===== src/rtl/axi_gpio_pkg.sv =====
// Shared definitions for the AXI4 GPIO slave: register offsets, burst and
// response encodings, channel FSM states and the burst address step helper.
package axi_gpio_pkg;

  localparam logic [3:0] LED_OFF        = 4'h0;
  localparam logic [3:0] SW_OFF         = 4'h4;
  localparam logic [3:0] IRQ_STATUS_OFF = 4'h8;
  localparam logic [3:0] IRQ_ENABLE_OFF = 4'hC;

  typedef enum logic [1:0] {
    BURST_FIXED = 2'b00,
    BURST_INCR  = 2'b01,
    BURST_WRAP  = 2'b10
  } burst_e;

  localparam logic [1:0] RESP_OKAY   = 2'b00;
  localparam logic [1:0] RESP_SLVERR = 2'b10;

  typedef enum logic [1:0] {
    W_IDLE = 2'd0,
    W_DATA = 2'd1,
    W_RESP = 2'd2
  } wstate_e;

  typedef enum logic {
    R_IDLE = 1'b0,
    R_DATA = 1'b1
  } rstate_e;

  // Register index step for the next beat: FIXED holds, everything else
  // (INCR, WRAP, reserved) advances and wraps modulo 4 inside the window.
  function automatic logic [1:0] step_idx(input logic [1:0] idx, input logic [1:0] burst);
    return (burst == BURST_FIXED) ? idx : idx + 2'd1;
  endfunction

endpackage


===== src/rtl/axi_gpio_slave_debounce.sv =====
// Two-flop switch synchronizer with optional per-bit debounce.
// Macro GPIO_DEBOUNCE_EN enables the debounce counters; otherwise the
// output is the raw synchronizer output.
module gpio_debounce #(
  parameter int WIDTH           = 16,
  parameter int DEBOUNCE_CYCLES = 65536
) (
  input  logic             clk_i,
  input  logic             rst_ni,
  input  logic [WIDTH-1:0] sw_async_i,
  output logic [WIDTH-1:0] sw_o
);

  logic [WIDTH-1:0] sync1_q, sync2_q;

  // Two-flop synchronizer for the asynchronous board switches
  always_ff @(posedge clk_i or negedge rst_ni) begin
    if (!rst_ni) begin
      sync1_q <= '0;
      sync2_q <= '0;
    end else begin
      sync1_q <= sw_async_i;
      sync2_q <= sync1_q;
    end
  end

`ifdef GPIO_DEBOUNCE_EN
  localparam int CW = $clog2(DEBOUNCE_CYCLES) + 1;

  logic [WIDTH-1:0] stable_q, stable_d;
  logic [CW-1:0]    cnt_q [WIDTH];
  logic [CW-1:0]    cnt_d [WIDTH];

  // Per-bit counter runs while the synchronized bit differs from the
  // accepted value; a toggle back clears it, so the run must be unbroken.
  always_comb begin
    stable_d = stable_q;
    for (int unsigned i = 0; i < WIDTH; i++) begin
      cnt_d[i] = '0;
      if (sync2_q[i] != stable_q[i]) begin
        if (cnt_q[i] == CW'(DEBOUNCE_CYCLES - 1)) begin
          stable_d[i] = sync2_q[i];
        end else begin
          cnt_d[i] = cnt_q[i] + 1'b1;
        end
      end
    end
  end

  // Debounce state registers
  always_ff @(posedge clk_i or negedge rst_ni) begin
    if (!rst_ni) begin
      stable_q <= '0;
      for (int unsigned i = 0; i < WIDTH; i++) begin
        cnt_q[i] <= '0;
      end
    end else begin
      stable_q <= stable_d;
      cnt_q    <= cnt_d;
    end
  end

  assign sw_o = stable_q;
`else
  logic unused_cfg;
  assign unused_cfg = ^DEBOUNCE_CYCLES;
  assign sw_o       = sync2_q;
`endif

endmodule


===== src/rtl/axi_gpio_slave.sv =====
// AXI4 GPIO slave: LED register, synchronized switches, W1C switch-change
// interrupt status with enable mask and a registered level interrupt.
// Independent read and write channel FSMs supporting FIXED/INCR bursts.
// Macro GPIO_DEBOUNCE_EN enables switch debouncing (DEBOUNCE_CYCLES).
module axi_gpio_slave
  import axi_gpio_pkg::*;
#(
  parameter int ADDR_WIDTH      = 12,
  parameter int ID_WIDTH        = 4,
  parameter int DEBOUNCE_CYCLES = 65536
) (
  input  logic                  clk,
  input  logic                  resetn,
  input  logic                  s_axi_awvalid,
  output logic                  s_axi_awready,
  input  logic [ADDR_WIDTH-1:0] s_axi_awaddr,
  input  logic [ID_WIDTH-1:0]   s_axi_awid,
  input  logic [7:0]            s_axi_awlen,
  input  logic [2:0]            s_axi_awsize,
  input  logic [1:0]            s_axi_awburst,
  input  logic [3:0]            s_axi_awregion,
  input  logic [3:0]            s_axi_awcache,
  input  logic [2:0]            s_axi_awprot,
  input  logic                  s_axi_wvalid,
  output logic                  s_axi_wready,
  input  logic [31:0]           s_axi_wdata,
  input  logic [3:0]            s_axi_wstrb,
  input  logic                  s_axi_wlast,
  output logic                  s_axi_bvalid,
  input  logic                  s_axi_bready,
  output logic [ID_WIDTH-1:0]   s_axi_bid,
  output logic [1:0]            s_axi_bresp,
  input  logic                  s_axi_arvalid,
  output logic                  s_axi_arready,
  input  logic [ADDR_WIDTH-1:0] s_axi_araddr,
  input  logic [ID_WIDTH-1:0]   s_axi_arid,
  input  logic [7:0]            s_axi_arlen,
  input  logic [2:0]            s_axi_arsize,
  input  logic [1:0]            s_axi_arburst,
  input  logic [3:0]            s_axi_arregion,
  input  logic [3:0]            s_axi_arcache,
  input  logic [2:0]            s_axi_arprot,
  output logic                  s_axi_rvalid,
  input  logic                  s_axi_rready,
  output logic [31:0]           s_axi_rdata,
  output logic [ID_WIDTH-1:0]   s_axi_rid,
  output logic                  s_axi_rlast,
  output logic [1:0]            s_axi_rresp,
  input  logic [15:0]           slide_switches,
  output logic [15:0]           leds,
  output logic                  irq
);

  logic rst_done_q;

  // Register file
  logic [15:0] led_q, led_d, ien_q, ien_d, ista_q, ista_d, sw_prev_q;
  logic [15:0] sw_sync, ista_clr, smask;
  logic        irq_q;

  // Write channel
  wstate_e               wstate_q, wstate_d;
  logic [ID_WIDTH-1:0]   wid_q, wid_d;
  logic [ADDR_WIDTH-1:2] waddr_q, waddr_d;
  logic [7:0]            wlen_q, wlen_d;
  logic [1:0]            wburst_q, wburst_d;
  logic [8:0]            wcnt_q, wcnt_d;
  logic                  werr_q, werr_d;
  logic [1:0]            bresp_q, bresp_d;
  logic                  aw_hs, w_hs, wbeat_err, wr_en;

  // Read channel
  rstate_e               rstate_q, rstate_d;
  logic [ID_WIDTH-1:0]   rid_q, rid_d;
  logic [ADDR_WIDTH-1:2] raddr_q, raddr_d, rd_addr;
  logic [7:0]            rlen_q, rlen_d, rcnt_q, rcnt_d;
  logic [1:0]            rburst_q, rburst_d, rresp_q, rresp_d;
  logic [31:0]           rdata_q, rdata_d, rd_val;
  logic                  rlast_q, rlast_d, ar_hs, rd_load;

  gpio_debounce #(
    .WIDTH           (16),
    .DEBOUNCE_CYCLES (DEBOUNCE_CYCLES)
  ) u_debounce (
    .clk_i      (clk),
    .rst_ni     (resetn),
    .sw_async_i (slide_switches),
    .sw_o       (sw_sync)
  );

  assign s_axi_awready = rst_done_q && (wstate_q == W_IDLE);
  assign s_axi_wready  = (wstate_q == W_DATA);
  assign s_axi_bvalid  = (wstate_q == W_RESP);
  assign s_axi_bid     = wid_q;
  assign s_axi_bresp   = bresp_q;
  assign s_axi_arready = rst_done_q && (rstate_q == R_IDLE);
  assign s_axi_rvalid  = (rstate_q == R_DATA);
  assign s_axi_rdata   = rdata_q;
  assign s_axi_rid     = rid_q;
  assign s_axi_rresp   = rresp_q;
  assign s_axi_rlast   = s_axi_rvalid && rlast_q;
  assign leds          = led_q;
  assign irq           = irq_q;

  assign aw_hs     = s_axi_awvalid && s_axi_awready;
  assign w_hs      = s_axi_wvalid && s_axi_wready;
  assign ar_hs     = s_axi_arvalid && s_axi_arready;
  assign wbeat_err = |waddr_q[ADDR_WIDTH-1:4];
  assign smask     = {{8{s_axi_wstrb[1]}}, {8{s_axi_wstrb[0]}}};

  // Write FSM next state: capture AW, consume W beats, hold B until accepted
  always_comb begin
    wstate_d = wstate_q;
    wid_d    = wid_q;
    waddr_d  = waddr_q;
    wlen_d   = wlen_q;
    wburst_d = wburst_q;
    wcnt_d   = wcnt_q;
    werr_d   = werr_q;
    bresp_d  = bresp_q;
    wr_en    = 1'b0;
    case (wstate_q)
      W_IDLE: begin
        if (aw_hs) begin
          wid_d    = s_axi_awid;
          waddr_d  = s_axi_awaddr[ADDR_WIDTH-1:2];
          wlen_d   = s_axi_awlen;
          wburst_d = s_axi_awburst;
          wcnt_d   = '0;
          werr_d   = 1'b0;
          wstate_d = W_DATA;
        end
      end
      W_DATA: begin
        if (w_hs) begin
          wr_en   = !wbeat_err;
          werr_d  = werr_q || wbeat_err;
          wcnt_d  = wcnt_q + 9'd1;
          waddr_d = {waddr_q[ADDR_WIDTH-1:4], step_idx(waddr_q[3:2], wburst_q)};
          if (s_axi_wlast) begin
            bresp_d  = (werr_q || wbeat_err || (wcnt_q != {1'b0, wlen_q}))
                       ? RESP_SLVERR : RESP_OKAY;
            wstate_d = W_RESP;
          end
        end
      end
      W_RESP: begin
        if (s_axi_bready) wstate_d = W_IDLE;
      end
      default: wstate_d = W_IDLE;
    endcase
  end

  // Register updates: strobed writes, W1C clear, hardware set has priority
  always_comb begin
    led_d    = led_q;
    ien_d    = ien_q;
    ista_clr = '0;
    if (wr_en) begin
      case ({waddr_q[3:2], 2'b00})
        LED_OFF:        led_d    = (led_q & ~smask) | (s_axi_wdata[15:0] & smask);
        IRQ_STATUS_OFF: ista_clr = s_axi_wdata[15:0] & smask;
        IRQ_ENABLE_OFF: ien_d    = (ien_q & ~smask) | (s_axi_wdata[15:0] & smask);
        default: ;
      endcase
    end
    ista_d = (ista_q & ~ista_clr) | (sw_sync ^ sw_prev_q);
  end

  // Read FSM next state; beat data is registered from current register values
  always_comb begin
    rstate_d = rstate_q;
    rid_d    = rid_q;
    raddr_d  = raddr_q;
    rlen_d   = rlen_q;
    rburst_d = rburst_q;
    rcnt_d   = rcnt_q;
    rlast_d  = rlast_q;
    rdata_d  = rdata_q;
    rresp_d  = rresp_q;
    rd_addr  = raddr_q;
    rd_load  = 1'b0;
    case (rstate_q)
      R_IDLE: begin
        if (ar_hs) begin
          rid_d    = s_axi_arid;
          raddr_d  = s_axi_araddr[ADDR_WIDTH-1:2];
          rlen_d   = s_axi_arlen;
          rburst_d = s_axi_arburst;
          rcnt_d   = '0;
          rlast_d  = (s_axi_arlen == 8'd0);
          rd_addr  = s_axi_araddr[ADDR_WIDTH-1:2];
          rd_load  = 1'b1;
          rstate_d = R_DATA;
        end
      end
      R_DATA: begin
        if (s_axi_rready) begin
          if (rlast_q) begin
            rstate_d = R_IDLE;
          end else begin
            rd_addr = {raddr_q[ADDR_WIDTH-1:4], step_idx(raddr_q[3:2], rburst_q)};
            raddr_d = rd_addr;
            rcnt_d  = rcnt_q + 8'd1;
            rlast_d = ((rcnt_q + 8'd1) == rlen_q);
            rd_load = 1'b1;
          end
        end
      end
      default: rstate_d = R_IDLE;
    endcase
    rd_val = '0;
    case ({rd_addr[3:2], 2'b00})
      LED_OFF:        rd_val = {16'h0000, led_q};
      SW_OFF:         rd_val = {16'h0000, sw_sync};
      IRQ_STATUS_OFF: rd_val = {16'h0000, ista_q};
      IRQ_ENABLE_OFF: rd_val = {16'h0000, ien_q};
      default: ;
    endcase
    if (rd_load) begin
      if (|rd_addr[ADDR_WIDTH-1:4]) begin
        rdata_d = '0;
        rresp_d = RESP_SLVERR;
      end else begin
        rdata_d = rd_val;
        rresp_d = RESP_OKAY;
      end
    end
  end

  // All state registers; everything clears on reset, aborting any burst
  always_ff @(posedge clk or negedge resetn) begin
    if (!resetn) begin
      rst_done_q <= 1'b0;
      led_q      <= '0;
      ien_q      <= '0;
      ista_q     <= '0;
      sw_prev_q  <= '0;
      irq_q      <= 1'b0;
      wstate_q   <= W_IDLE;
      wid_q      <= '0;
      waddr_q    <= '0;
      wlen_q     <= '0;
      wburst_q   <= '0;
      wcnt_q     <= '0;
      werr_q     <= 1'b0;
      bresp_q    <= '0;
      rstate_q   <= R_IDLE;
      rid_q      <= '0;
      raddr_q    <= '0;
      rlen_q     <= '0;
      rburst_q   <= '0;
      rcnt_q     <= '0;
      rlast_q    <= 1'b0;
      rdata_q    <= '0;
      rresp_q    <= '0;
    end else begin
      rst_done_q <= 1'b1;
      led_q      <= led_d;
      ien_q      <= ien_d;
      ista_q     <= ista_d;
      sw_prev_q  <= sw_sync;
      irq_q      <= |(ista_q & ien_q);
      wstate_q   <= wstate_d;
      wid_q      <= wid_d;
      waddr_q    <= waddr_d;
      wlen_q     <= wlen_d;
      wburst_q   <= wburst_d;
      wcnt_q     <= wcnt_d;
      werr_q     <= werr_d;
      bresp_q    <= bresp_d;
      rstate_q   <= rstate_d;
      rid_q      <= rid_d;
      raddr_q    <= raddr_d;
      rlen_q     <= rlen_d;
      rburst_q   <= rburst_d;
      rcnt_q     <= rcnt_d;
      rlast_q    <= rlast_d;
      rdata_q    <= rdata_d;
      rresp_q    <= rresp_d;
    end
  end

  logic unused_ok;
  assign unused_ok = ^{s_axi_awsize, s_axi_arsize, s_axi_awregion, s_axi_arregion,
                       s_axi_awcache, s_axi_arcache, s_axi_awprot, s_axi_arprot,
                       s_axi_awaddr[1:0], s_axi_araddr[1:0],
                       s_axi_wdata[31:16], s_axi_wstrb[3:2]};

endmodule


===== config.mk =====
export PLATFORM = sky130hd
export DESIGN_NAME = axi_gpio_slave
export DESIGN_NICKNAME = d
export VERILOG_FILES = /design/src/rtl/axi_gpio_pkg.sv /design/src/rtl/axi_gpio_slave_debounce.sv /design/src/rtl/axi_gpio_slave.sv
export SDC_FILE = /design/constraint.sdc
export NUM_CORES = 1
export LEC_CHECK = 0
export ABC_CLOCK_PERIOD_IN_PS = 2900
export BUFFER_PORTS_ARGS = -buffer_cell sky130_fd_sc_hd__buf_2
export CAP_MARGIN = 20
export CORE_MARGIN = 5
export CORE_UTILIZATION = 25
export CTS_CLUSTER_SIZE = 24
export DETAILED_ROUTE_END_ITERATION = 8
export PLACE_DENSITY = 0.43
export REMOVE_ABC_BUFFERS = 1
export SYNTH_ARGS = -nofsm -noshare
export SYNTH_HDL_FRONTEND = slang
export SYNTH_SLANG_ARGS = --single-unit

===== constraint.sdc =====
create_clock -name clk -period 2.9 [get_ports clk]
set_clock_uncertainty 0.15 [all_clocks]
set_input_delay 0.29 -clock clk [delete_from_list [all_inputs] [get_ports clk]]
set_output_delay 0.29 -clock clk [all_outputs]
set_load 0.005 [all_outputs]

==> PnR_summary.wiki, run 1 <==
{| class="wikitable"
! Metric !! Value
|-
| Largest voltage drop on the vdd net || 455.8 uV
|-
| Sw Pwr || 3.110 mW
|-
| Combinational cell fraction of total power || 0.322
|-
| Sum of internal, switching and leakage power || 8.628 mW
|-
| Static leakage || 5.325 nW
|-
| Number of distinct library cells after synthesis || 59
|-
| Result of the run || complete, no violations
|-
| Starting density of the core || 0.2546
|-
| Critical path type || primary input to register
|-
| Max-slew violations || 0
|-
| Number of antenna violations at the first check in global routing || 2
|-
| Setup violation total in the final timing report || 0
|-
| Period utilization || 0.8124
|-
| Sequential element share of the synthesized area || 0.5591
|-
| R2r setup slk || 0.58 ns
|-
| Number of endpoints with negative hold slack in the final report || 0
|-
| Clock edge transition at the registers on the reported setup and hold paths || 0.07 ns
|-
| Synth area leader || sky130_fd_sc_hd__dfrtp_1
|-
| Share of Yosys cell area claimed by the top area cell type || 0.5591
|-
| Total via count after detailed routing || 6243
|-
| Sinks on the clock net || 186
|-
| Total routing usage reported by global routing || 0.1323
|-
| Max-cap viol count || 0
|-
| Post-CTS setup repair buffer count || 0
|-
| Global-route wire length before repair || 38140 um
|-
| Layout overhead on the synthesized area || 31.38%
|-
| Detailed placer's ending HPWL || 15690 um
|-
| Critical Path Start || s_axi_rready
|-
| TritonRoute pass-1 iters || 4
|-
| Top-level I/O count || 207
|-
| Count of warnings emitted by yosys || 0
|-
| Drc violations || 0
|-
| Worst setup endpoint || s_axi_rdata[10]
|-
| Share of cells above drive strength 1 || 0.2632
|-
| Cell Area, Synth || 0.008325 mm^2
|-
| Number of cell rows || 66
|-
| Die extent in y || 192.5 um
|-
| Critical Path Source Type || primary input
|-
| Total global routing overflow || 0
|-
| Highest achievable clock rate || 0.4244 GHz
|-
| Switching fraction of total power || 0.3605
|-
| Synthesized instance count || 751
|-
| CP required || 3.12 ns
|-
| Tightest Pin Transition || 0.7741 ns
|-
| Per-instance average area after synthesis || 11.09 um^2
|-
| Largest net degree at the start of global routing || 65
|-
| Via count of the first global-routing pass || 6689
|-
| Final-stage net count || 1116
|-
| CTS tree || built
|-
| Cell-internal power || 5.517 mW
|-
| Number of H-tree levels || 4
|-
| Total clock buffers created by CTS || 17
|-
| End of the worst register-to-register path || s_axi_rdata[10]
|-
| Average detailed-routed wire length per instance || 16.63 um
|-
| Reg2reg path depth || 6
|-
| Clk Latency, worst-skew pair || 0.44 ns
|-
| DIE AREA || 0.03705 mm^2
|-
| Slack of the critical path || 0.5440 ns
|-
| Setup repair after global routing missed its margin || false
|-
| Relative slew slack || 0.4827
|-
| Count of routing violations after the opening detailed-route iteration || 205
|-
| Layout fillers || 3394
|-
| Buffers added on ports || 138
|-
| Maximum fanout count along the critical path || 16
|-
| Share of synthesized flip-flops with an asynchronous set or reset || 1.000
|-
| Gpl congestion || 0.7435
|-
| Largest cells by area after synthesis || sky130_fd_sc_hd__dfrtp_1 (56%), sky130_fd_sc_hd__nand2_1 (6.0%), sky130_fd_sc_hd__mux2_4 (5.8%)
|-
| Final routed wirelength across all metal layers || 23730 um
|-
| Main flop type after synthesis || sky130_fd_sc_hd__dfrtp_1
|-
| Worst path arrival time || 2.57 ns
|-
| Worst hold path type || primary input to register
|-
| Floorplan Core Area || 0.03270 mm^2
|-
| Floorplan die width || 192.5 um
|-
| Kind of end point of the critical path || register
|-
| Final critical delay including setup and external delays || 2.356 ns
|-
| Power Density || 788.8 mW/mm^2
|-
| Worst slack at placement || 0.5732 ns
|-
| Post-synth EDFFs || 0
|-
| Antenna viol nets, final || 0
|-
| Dominant cell by count in the synthesized netlist || sky130_fd_sc_hd__dfrtp_1
|-
| List of most frequent post-synthesis cells || sky130_fd_sc_hd__dfrtp_1 (186), sky130_fd_sc_hd__nand2_1 (132), sky130_fd_sc_hd__inv_1 (39)
|-
| Via-per-instance ratio || 4.375
|-
| Clock power frac || 0.270
|-
| Clock root cell || sky130_fd_sc_hd__clkbuf_16
|-
| Power share of the sequential group || 0.409
|-
| Number of storage elements in the synthesis netlist || 186
|-
| Maximum clock insertion buffer count || 2
|-
| Startpoint of the worst-slack reg-to-reg timing path || rlast_q
|}
[metal layers]
metal,track usage,wire [um],up-vias
met3,0.03220,1273,16
met4,0.02962,191,2
li1,-,-,3021
met5,0,20,-
met1,0.1876,11580,3062
met2,0.2052,10660,142
[cells in the final DEF, fill, tap and decap left out, types with 20 or more instances in the layout]
master and n:
sky130_fd_sc_hd__nand2_1 132, sky130_fd_sc_hd__inv_1 39, sky130_fd_sc_hd__dlygate4sd3_1 83, sky130_fd_sc_hd__nand2b_1 20
sky130_fd_sc_hd__nand4_1 36, sky130_fd_sc_hd__buf_2 137, sky130_fd_sc_hd__mux2_4 32, sky130_fd_sc_hd__o211ai_1 34
sky130_fd_sc_hd__xnor2_1 22, sky130_fd_sc_hd__dfrtp_1 186, sky130_fd_sc_hd__a21oi_1 22
[cells by family after synthesis]
| family | share of synthesized area |
|---|---|
| AOI/OAI and AO/OA | 0.1029 |
| xor gates and xnor gates | 0.04103 |
| adders and majority gates | 0.007514 |
| buffers and inverters | 0.05485 |
| DFF | 0.5591 |
| muxes | 0.06973 |
| other | 0.0009020 |
| and+or+nand+nor | 0.1640 |
[worst min path at each step]
stage,from,end,depth (start not counted)
4_1_cts,s_axi_awaddr[3],waddr_q[3],3
3_5_place_dp,resetn,u_debounce.sync1_q[7],1
5_1_grt,s_axi_awaddr[3],waddr_q[3],3
6_report,s_axi_awaddr[3],waddr_q[3],3
2_1_floorplan,resetn,async pin,0
3_3_place_gp,u_debounce.sync1_q[4],u_debounce.sw_o[4],0
[per-stage QoR]
stage / util / setup TNS, ns / hold WS, ns / instances / area [um^2]
after floorplan: - / -25.95 / -0.1556 / 714 / 8084
after global placement: 0.2913 / 0 / 0.1831 / 1311 / 9527
after detailed placement: 0.2913 / 0 / 0.1827 / 1311 / 9527
after CTS: 0.3344 / 0 / 0.002759 / 1426 / 10940
after global routing: 0.3344 / 0 / 0.03985 / 1426 / 10940
final: 0.3345 / 0 / 0.02570 / 1427 / 10940
[power groups by stage]
| stage | clock network (mW) | logic (mW) | registers [mW] |
|---|---|---|---|
| 3_5_place_dp | 0 | 2.72 | 3.57 |
| 3_3_place_gp | 0 | 2.68 | 3.57 |
| 5_1_grt | 2.51 | 3.12 | 3.61 |
| 6_report | 2.33 | 2.78 | 3.53 |
| 2_1_floorplan | 0 | 1.62 | 3.49 |
| 4_1_cts | 2.42 | 2.82 | 3.53 |
[cell type report]
class,instances,area (um^2),share of cell area
flip-flops and latches,186,4654,0.4255
multi-input cells,488,3316,0.3031
repair buffers,238,1683,0.1539
well taps,442,553.0,0.05056
clock buffers,18,439.2,0.04015
inverters,40,151.4,0.01384
clock inverters,14,138.9,0.01270
diodes,1,2.502,0.0002288
[worst max-delay path, stage by stage]
cell                            delay [ns]
sky130_fd_sc_hd__dlygate4sd3_1        0.55
sky130_fd_sc_hd__buf_2                0.14
sky130_fd_sc_hd__and2b_1              0.21
sky130_fd_sc_hd__nand2_1              0.26
sky130_fd_sc_hd__or3_4                0.46
sky130_fd_sc_hd__a21oi_4              0.15
sky130_fd_sc_hd__buf_4                0.30
sky130_fd_sc_hd__a32o_2               0.21
[repair_timing]
action / 4_1_cts / 5_1_grt
setup endpoints to repair: 0 / 0
hold buffers: 83 / 0
gates resized for setup: 0 / 0
hold endpoints to repair: 157 / 0
(Power assumes the default switching activity.)
==> inputs of run 2 (changes only) <==
ABC_AREA = 1   (was unset)
ABC_CLOCK_PERIOD_IN_PS = 2340   (was 2900)
clock period = 2.34 ns   (was 2.9 ns; I/O delays follow)
==> run 2 against run 1 <==
  * Die area fell by 1.7%
  * Sequential cell count is the same
  * Setup slack got worse by 0.27 ns
  * Total power increased by 35%
  * Design area grew 0.29%
  * Critical path type is now register to register
==> PnR_summary.wiki, run 2 <==
{| class="wikitable"
! Metric !! Value
|-
| Result of the run || complete, no violations (unchanged)
|-
| Count of cells resized by post-cts repair || 0 (unchanged)
|-
| Post-route worst hold slack || 0.03217 ns (was 0.02570 ns)
|-
| Critical Path Source Type || register (was primary input)
|-
| Power Density || 1065 mW/mm^2 (was 788.8 mW/mm^2)
|-
| Total routing usage reported by global routing || 0.1271 (was 0.1323)
|-
| Share of synthesized flip-flops with an asynchronous set or reset || 1.000 (unchanged)
|-
| Die extent in y || 190.8 um (was 192.5 um)
|-
| Total global routing overflow || 0 (unchanged)
|-
| Post-CTS setup repair buffer count || 0 (unchanged)
|-
| Number of antenna violations at the first check in global routing || 1 (was 2)
|-
| Area after detailed placement || 0.009459 mm^2 (was 0.009527 mm^2)
|-
| Final critical delay including setup and external delays || 2.062 ns
|-
| Largest net degree at the start of global routing || 59 (was 65)
|-
| Max-slew violations || 0 (unchanged)
|-
| List of most frequent post-synthesis cells || sky130_fd_sc_hd__nand2_1 (310), sky130_fd_sc_hd__dfrtp_1 (186), sky130_fd_sc_hd__inv_1 (79) (was sky130_fd_sc_hd__dfrtp_1 (186), sky130_fd_sc_hd__nand2_1 (132), sky130_fd_sc_hd__inv_1 (39))
|-
| Max-cap viol count || 0 (unchanged)
|-
| Per-instance average area after synthesis || 8.838 um^2 (was 11.09 um^2)
|-
| Highest-count cells in the layout ignoring fill and taps || sky130_fd_sc_hd__nand2_1 (310), sky130_fd_sc_hd__dfrtp_1 (186), sky130_fd_sc_hd__buf_2 (137) (was sky130_fd_sc_hd__dfrtp_1 (186), sky130_fd_sc_hd__buf_2 (137), sky130_fd_sc_hd__nand2_1 (132))
|-
| Share of Yosys cell area claimed by the top area cell type || 0.5693 (was 0.5591)
|-
| Sum of internal, switching and leakage power || 11.68 mW (was 8.628 mW)
|-
| Top-level I/O count || 207 (unchanged)
|-
| Worst hold path type || primary input to register (unchanged)
|-
| Maximum fanout count along the critical path || 17 (was 16)
|-
| Highest achievable clock rate || 0.4850 GHz
|-
| Main flop type after synthesis || sky130_fd_sc_hd__dfrtp_1 (unchanged)
|-
| Final routed wirelength across all metal layers || 22610 um (was 23730 um)
|-
| Maximum clock insertion buffer count || 2 (unchanged)
|-
| Worst path arrival time || 2.28 ns (was 2.57 ns)
|-
| Largest cells by area after synthesis || sky130_fd_sc_hd__dfrtp_1 (57%), sky130_fd_sc_hd__nand2_1 (14%), sky130_fd_sc_hd__o21ai_0 (4.5%) (was sky130_fd_sc_hd__dfrtp_1 (56%), sky130_fd_sc_hd__nand2_1 (6.0%), sky130_fd_sc_hd__mux2_4 (5.8%))
|-
| Clock edge transition at the registers on the reported setup and hold paths || 0.07 ns (about the same)
|-
| Period utilization || 0.8811
|-
| Worst slack at placement || 0.2479 ns (was 0.5732 ns)
|-
| Via-per-instance ratio || 4.111 (was 4.375)
|-
| Floorplan Core Area || 0.03237 mm^2 (was 0.03270 mm^2)
|-
| Synthesized instance count || 925 (was 751)
|-
| Average detailed-routed wire length per instance || 13.98 um (was 16.63 um)
|-
| Number of H-tree levels || 4 (unchanged)
|-
| Largest voltage drop on the vdd net || 499.7 uV (was 455.8 uV)
|-
| Kind of end point of the critical path || register (unchanged)
|-
| Final-stage net count || 1307 (was 1116)
|-
| Layout overhead on the synthesized area || 34.18% (was 31.38%)
|-
| Count of routing violations after the opening detailed-route iteration || 289 (was 205)
|-
| Leading cell type in the layout, fill and taps excluded || sky130_fd_sc_hd__nand2_1 (was sky130_fd_sc_hd__dfrtp_1)
|-
| Post-layout utilization of the core || 0.3389 (was 0.3345)
|-
| Antenna fix cells || 0 (was 1)
|-
| Static leakage || 5.422 nW (was 5.325 nW)
|-
| Antenna viol nets, final || 0 (unchanged)
|-
| Buffers added on ports || 138 (unchanged)
|-
| Number of instances in the placed design || 1502 (was 1311)
|-
| Clock root cell || sky130_fd_sc_hd__clkbuf_16 (unchanged)
|-
| Post-route cell area || 0.01097 mm^2 (was 0.01094 mm^2)
|-
| Number of endpoints with negative hold slack in the final report || 0 (unchanged)
|-
| Starting density of the core || 0.2526 (was 0.2546)
|-
| Setup violation total in the final timing report || 0 (unchanged)
|-
| Global-route wire length before repair || 36760 um (was 38140 um)
|-
| Total via count after detailed routing || 6648 (was 6243)
|-
| Count of warnings emitted by yosys || 0 (unchanged)
|-
| TritonRoute pass-1 iters || 4 (unchanged)
|-
| Synth area leader || sky130_fd_sc_hd__dfrtp_1 (unchanged)
|-
| Dominant cell by count in the synthesized netlist || sky130_fd_sc_hd__nand2_1 (was sky130_fd_sc_hd__dfrtp_1)
|-
| Setup repair after global routing missed its margin || false (unchanged)
|-
| Gpl congestion || 0.7589 (was 0.7435)
|-
| CP required || 2.56 ns (was 3.12 ns)
|-
| Post-synth EDFFs || 0 (unchanged)
|-
| Detailed placer's ending HPWL || 16150 um (was 15690 um)
|-
| Slack of the critical path || 0.2781 ns (was 0.5440 ns)
|-
| Floorplan die width || 190.8 um (was 192.5 um)
|-
| Sequential element share of the synthesized area || 0.5693 (was 0.5591)
|-
| CTS tree || built (unchanged)
|-
| Number of standard cells in the layout, taps in and fillers out || 1617 (was 1427)
|-
| Sum of negative setup slack || 0 ns (unchanged)
|-
| Via count of the first global-routing pass || 6754 (was 6689)
|-
| Sinks on the clock net || 186 (unchanged)
|-
| Number of distinct library cells after synthesis || 36 (was 59)
|-
| Number of cell rows || 66 (unchanged)
|-
| Cell Area, Synth || 0.008175 mm^2 (was 0.008325 mm^2)
|-
| Total clock buffers created by CTS || 17 (unchanged)
|-
| Share of cells above drive strength 1 || 0.1830 (was 0.2632)
|-
| Clk Latency, worst-skew pair || 0.43 ns (was 0.44 ns)
|-
| Drc violations || 0 (unchanged)
|-
| DIE AREA || 0.03642 mm^2 (was 0.03705 mm^2)
|-
| Number of storage elements in the synthesis netlist || 186 (unchanged)
|-
| Critical path type || register to register (was primary input to register)
|-
| Hold-fix buffers at CTS || 83 (unchanged)
|}
[run 2: cell types whose count changed after synthesis, moves of 17 or more]
cell and delta:
sky130_fd_sc_hd__nand2_1 +178, sky130_fd_sc_hd__mux2_4 -32, sky130_fd_sc_hd__nand2b_1 -20, sky130_fd_sc_hd__o21ai_0 +54
sky130_fd_sc_hd__nor2_1 +19, sky130_fd_sc_hd__nand3b_1 +17, sky130_fd_sc_hd__o211ai_1 -33, sky130_fd_sc_hd__nand3_1 +31
sky130_fd_sc_hd__inv_1 +40
[run 2: layer usage]
layer / up-vias / wire (um) / track usage
li1: 3406 / - / -
met1: 3107 / 10590 / 0.1697
met2: 109 / 10730 / 0.2058
met3: 24 / 859 / 0.02966
met4: 2 / 418 / 0.03867
met5: - / 13 / 0
[run 2: power breakdown]
part           switching, mW  internal (mW)  leakage [nW]
Clock                   1.31           2.05         0.329
Combinational           2.36           1.52          2.81
Sequential             0.504           3.94          2.29
[run 2: kinds of logic (layout without fill, tap and decap cells)]
logic type	count (synthesis)	after routing	share of synthesized area
adders and majority gates	5	5	0.007652
xor gates and xnor gates	21	21	0.02250
buffers and inverters	138	371	0.07836
and+or+nand+nor	463	463	0.2472
other	2	19	0.0009186
AOI/OAI and AO/OA	110	110	0.07408
DFF	186	186	0.5693
[run 2: layout make-up]
type	instances	area, um^2
fillers	3426	21400
flip-flops and latches	186	4654
multi-input cells	618	2944
repair buffers	247	1788
well taps	442	553.0
clock buffers	19	442.9
inverters	92	350.3
clock inverters	13	236.5
[run 2: worst paths after layout]
path | start | end | slack, ns | depth (start not counted)
max reg2reg | s_axi_rvalid | s_axi_rdata[4] | 0.28 | 13
max | s_axi_rvalid | s_axi_rdata[4] | 0.28 | 13
min reg2reg | u_debounce.sync1_q[3] | u_debounce.sw_o[3] | 0.20 | 0
max in group asynchronous | resetn | s_axi_rid[3] | 1.22 | 3
min | s_axi_wvalid | wcnt_q[0] | 0.03 | 3
min in group asynchronous | resetn | s_axi_rdata[11] | 0.16 | 2
[run 2: worst max-delay path, cell delays in order (launching register included)]
cell and delay [ns]:
sky130_fd_sc_hd__dfrtp_1 0.43, sky130_fd_sc_hd__inv_6 0.09, sky130_fd_sc_hd__nand3_4 0.07, sky130_fd_sc_hd__buf_4 0.21, sky130_fd_sc_hd__nand2_2 0.20, sky130_fd_sc_hd__inv_2 0.06
sky130_fd_sc_hd__nor2_1 0.12, sky130_fd_sc_hd__nand3_1 0.13, sky130_fd_sc_hd__nor2_4 0.13, sky130_fd_sc_hd__buf_12 0.17, sky130_fd_sc_hd__nand2_1 0.06, sky130_fd_sc_hd__inv_1 0.05
sky130_fd_sc_hd__nand2_1 0.07, sky130_fd_sc_hd__nand2_1 0.06
==> inputs of run 3 (changes only) <==
CORE_MARGIN = 3   (was 5)
REMOVE_ABC_BUFFERS = unset   (was 1)
==> run 3 against run 2 <==
  * Sequential cell count stayed put
  * Non-clock buffer count is 2 higher
  * Core utilization is 0.27 points higher
  * Hold slack worse by 0.018 ns
  * Clock-buffer cell count is 1 higher
  * Critical path depth is 2 lower
  * Sequential power hardly changed
  * Register-to-register slack hardly changed
  * Total power is 2.6% lower
  * Via count is 0.99% higher
  * Critical path type unchanged
  * Largest cell class unchanged
==> PnR_summary.wiki, run 3 (synthesis gave the netlist of run 2 again) <==
{| class="wikitable"
! Metric !! Value
|-
| Result of the run || complete, no violations (unchanged)
|-
| Final routed wirelength across all metal layers || 23000 um (was 22610 um)
|-
| Startpoint of the worst-slack reg-to-reg timing path || s_axi_rvalid (unchanged)
|-
| Number of standard cells in the layout, taps in and fillers out || 1615 (was 1617)
|-
| Starting density of the core || 0.2564 (was 0.2526)
|-
| Floorplan die width || 186.8 um (was 190.8 um)
|-
| Detailed placer's ending HPWL || 16220 um (was 16150 um)
|-
| Clock root cell || sky130_fd_sc_hd__clkbuf_16 (unchanged)
|-
| Startpoint of the most critical hold path || s_axi_wdata[6] (was s_axi_wvalid)
|-
| Highest achievable clock rate || 0.4828 GHz (was 0.4850 GHz)
|-
| Highest-count cells in the layout ignoring fill and taps || sky130_fd_sc_hd__nand2_1 (310), sky130_fd_sc_hd__dfrtp_1 (186), sky130_fd_sc_hd__buf_2 (137) (unchanged)
|-
| Number of H-tree levels || 4 (unchanged)
|-
| Clock edge transition at the registers on the reported setup and hold paths || 0.08 ns (was 0.07 ns)
|-
| Drc violations || 0 (unchanged)
|-
| Buffers added on ports || 138 (unchanged)
|-
| Count of routing violations after the opening detailed-route iteration || 435 (was 289)
|-
| Largest net degree at the start of global routing || 59 (unchanged)
|-
| CTS tree || built (unchanged)
|-
| Critical Path Source Type || register (unchanged)
|-
| Top-level I/O count || 207 (unchanged)
|-
| Total clock buffers created by CTS || 17 (unchanged)
|-
| Critical Path Start || s_axi_rvalid (unchanged)
|-
| Gpl congestion || 0.7645 (was 0.7589)
|-
| Final-stage net count || 1309 (was 1307)
|-
| Critical path type || register to register (unchanged)
|-
| Maximum clock insertion buffer count || 2 (unchanged)
|-
| Post-layout utilization of the core || 0.3416 (was 0.3389)
|-
| Setup violation total in the final timing report || 0 (unchanged)
|-
| Floorplan Core Area || 0.03188 mm^2 (was 0.03237 mm^2)
|-
| Number of instances in the placed design || 1497 (was 1502)
|-
| Total global routing overflow || 0 (unchanged)
|-
| Leading cell type in the layout, fill and taps excluded || sky130_fd_sc_hd__nand2_1 (unchanged)
|-
| Final critical delay including setup and external delays || 2.071 ns (was 2.062 ns)
|-
| Total routing usage reported by global routing || 0.1341 (was 0.1271)
|-
| Max-slew violations || 0 (unchanged)
|-
| DIE AREA || 0.03491 mm^2 (was 0.03642 mm^2)
|-
| Worst path arrival time || 2.30 ns (was 2.28 ns)
|-
| CP required || 2.57 ns (was 2.56 ns)
|-
| Worst hold path type || primary input to register (unchanged)
|-
| Kind of end point of the critical path || register (unchanged)
|-
| Sinks on the clock net || 186 (unchanged)
|-
| Sum of negative setup slack || 0 ns (unchanged)
|-
| Post-route cell area || 0.01089 mm^2 (was 0.01097 mm^2)
|-
| Number of cell rows || 65 (was 66)
|-
| Relative slew slack || 0.6295
|-
| Largest voltage drop on the vdd net || 547.6 uV (was 499.7 uV)
|-
| Layout overhead on the synthesized area || 33.21% (was 34.18%)
|-
| Maximum fanout count along the critical path || 16 (was 17)
|-
| Post-route worst hold slack || 0.01441 ns (was 0.03217 ns)
|-
| Via count of the first global-routing pass || 6572 (was 6754)
|-
| Setup repair after global routing missed its margin || false (unchanged)
|-
| TritonRoute pass-1 iters || 4 (unchanged)
|-
| Static leakage || 5.375 nW (was 5.422 nW)
|-
| Via-per-instance ratio || 4.157 (was 4.111)
|-
| Tightest Pin Transition || 0.5558 ns
|-
| Post-CTS setup repair buffer count || 0 (unchanged)
|-
| Clk Latency, worst-skew pair || 0.44 ns (was 0.43 ns)
|-
| Total via count after detailed routing || 6714 (was 6648)
|-
| Number of endpoints with negative hold slack in the final report || 0 (unchanged)
|-
| Global-route wire length before repair || 36870 um (was 36760 um)
|-
| Antenna viol nets, final || 0 (unchanged)
|-
| Period utilization || 0.8852 (was 0.8811)
|-
| Power Density || 1044 mW/mm^2 (was 1065 mW/mm^2)
|-
| Number of antenna violations at the first check in global routing || 3 (was 1)
|-
| Die extent in y || 186.8 um (was 190.8 um)
|-
| Max-cap viol count || 0 (unchanged)
|-
| Share of cells above drive strength 1 || 0.1835 (was 0.1830)
|-
| Average detailed-routed wire length per instance || 14.24 um (was 13.98 um)
|-
| Area after detailed placement || 0.009465 mm^2 (was 0.009459 mm^2)
|}
## run 3: final timing paths
| path | cells after the start | slack [ns] | end |
|---|---|---|---|
| worst max-delay path | 11 | 0.27 | s_axi_rdata[5] |
| worst min-delay path | 3 | 0.01 | register |
| max in group asynchronous | 3 | 1.18 | u_debounce.sync1_q[12] |
| min in group asynchronous | 2 | 0.20 | s_axi_rdata[10] |
| worst min register to register | 0 | 0.20 | u_debounce.sw_o[4] |
| worst max register to register | 11 | 0.27 | s_axi_rdata[5] |
## run 3: per-layer routing
layer	up-vias	share of wire	GRT usage
met2	110	0.46	0.2129
met4	0	0.012	0.03780
met3	16	0.037	0.03092
met1	3175	0.49	0.1841
li1	3413	-	-
met5	-	0	0
## run 3: worst max-delay path, cell delays in order, from the launching register on
cell and delay, ns:
sky130_fd_sc_hd__dfrtp_1 0.43, sky130_fd_sc_hd__inv_6 0.09, sky130_fd_sc_hd__nand3_4 0.08, sky130_fd_sc_hd__nand3_1 0.07, sky130_fd_sc_hd__o21ai_0 0.12, sky130_fd_sc_hd__inv_2 0.09, sky130_fd_sc_hd__nand2_2 0.19, sky130_fd_sc_hd__nor2_4 0.43
sky130_fd_sc_hd__nand2_1 0.09, sky130_fd_sc_hd__nand3_1 0.14, sky130_fd_sc_hd__nand2_1 0.08, sky130_fd_sc_hd__nand2_1 0.06
## run 3: through the flow
| stage | total power [mW] | worst slack (ns) |
|---|---|---|
| global route | 12.24 | 0.08694 |
| global placement | 8.384 | 0.2929 |
| finish | 11.37 | 0.2685 |
| detailed placement | 8.421 | 0.2679 |
| CTS | 11.53 | 0.2430 |
| floorplan | 6.905 | 0.4857 |
## run 3: cell type report
| cell class | count | area [um^2] |
|---|---|---|
| Inverter | 92 | 350.3 |
| Clock buffer | 20 | 446.7 |
| Timing Repair Buffer | 249 | 1803 |
| Multi-Input combinational cell | 618 | 2944 |
| Antenna cell | 3 | 7.507 |
| Sequential cell | 186 | 4654 |
| Fill cell | 3384 | 20990 |
| Clock inverter | 12 | 140.1 |
| Tap cell | 435 | 544.3 |
## run 3: report_power, final
part           internal, mW  switching, mW  total, mW
sequential             3.94          0.493       4.43
clock                  1.62           1.31       2.92
combinational          1.53           2.49       4.02
## run 3: repair_timing
action                    4_1_cts  5_1_grt
hold buffers                   83        0
gates resized for setup         0        0
hold endpoints to repair      152        0
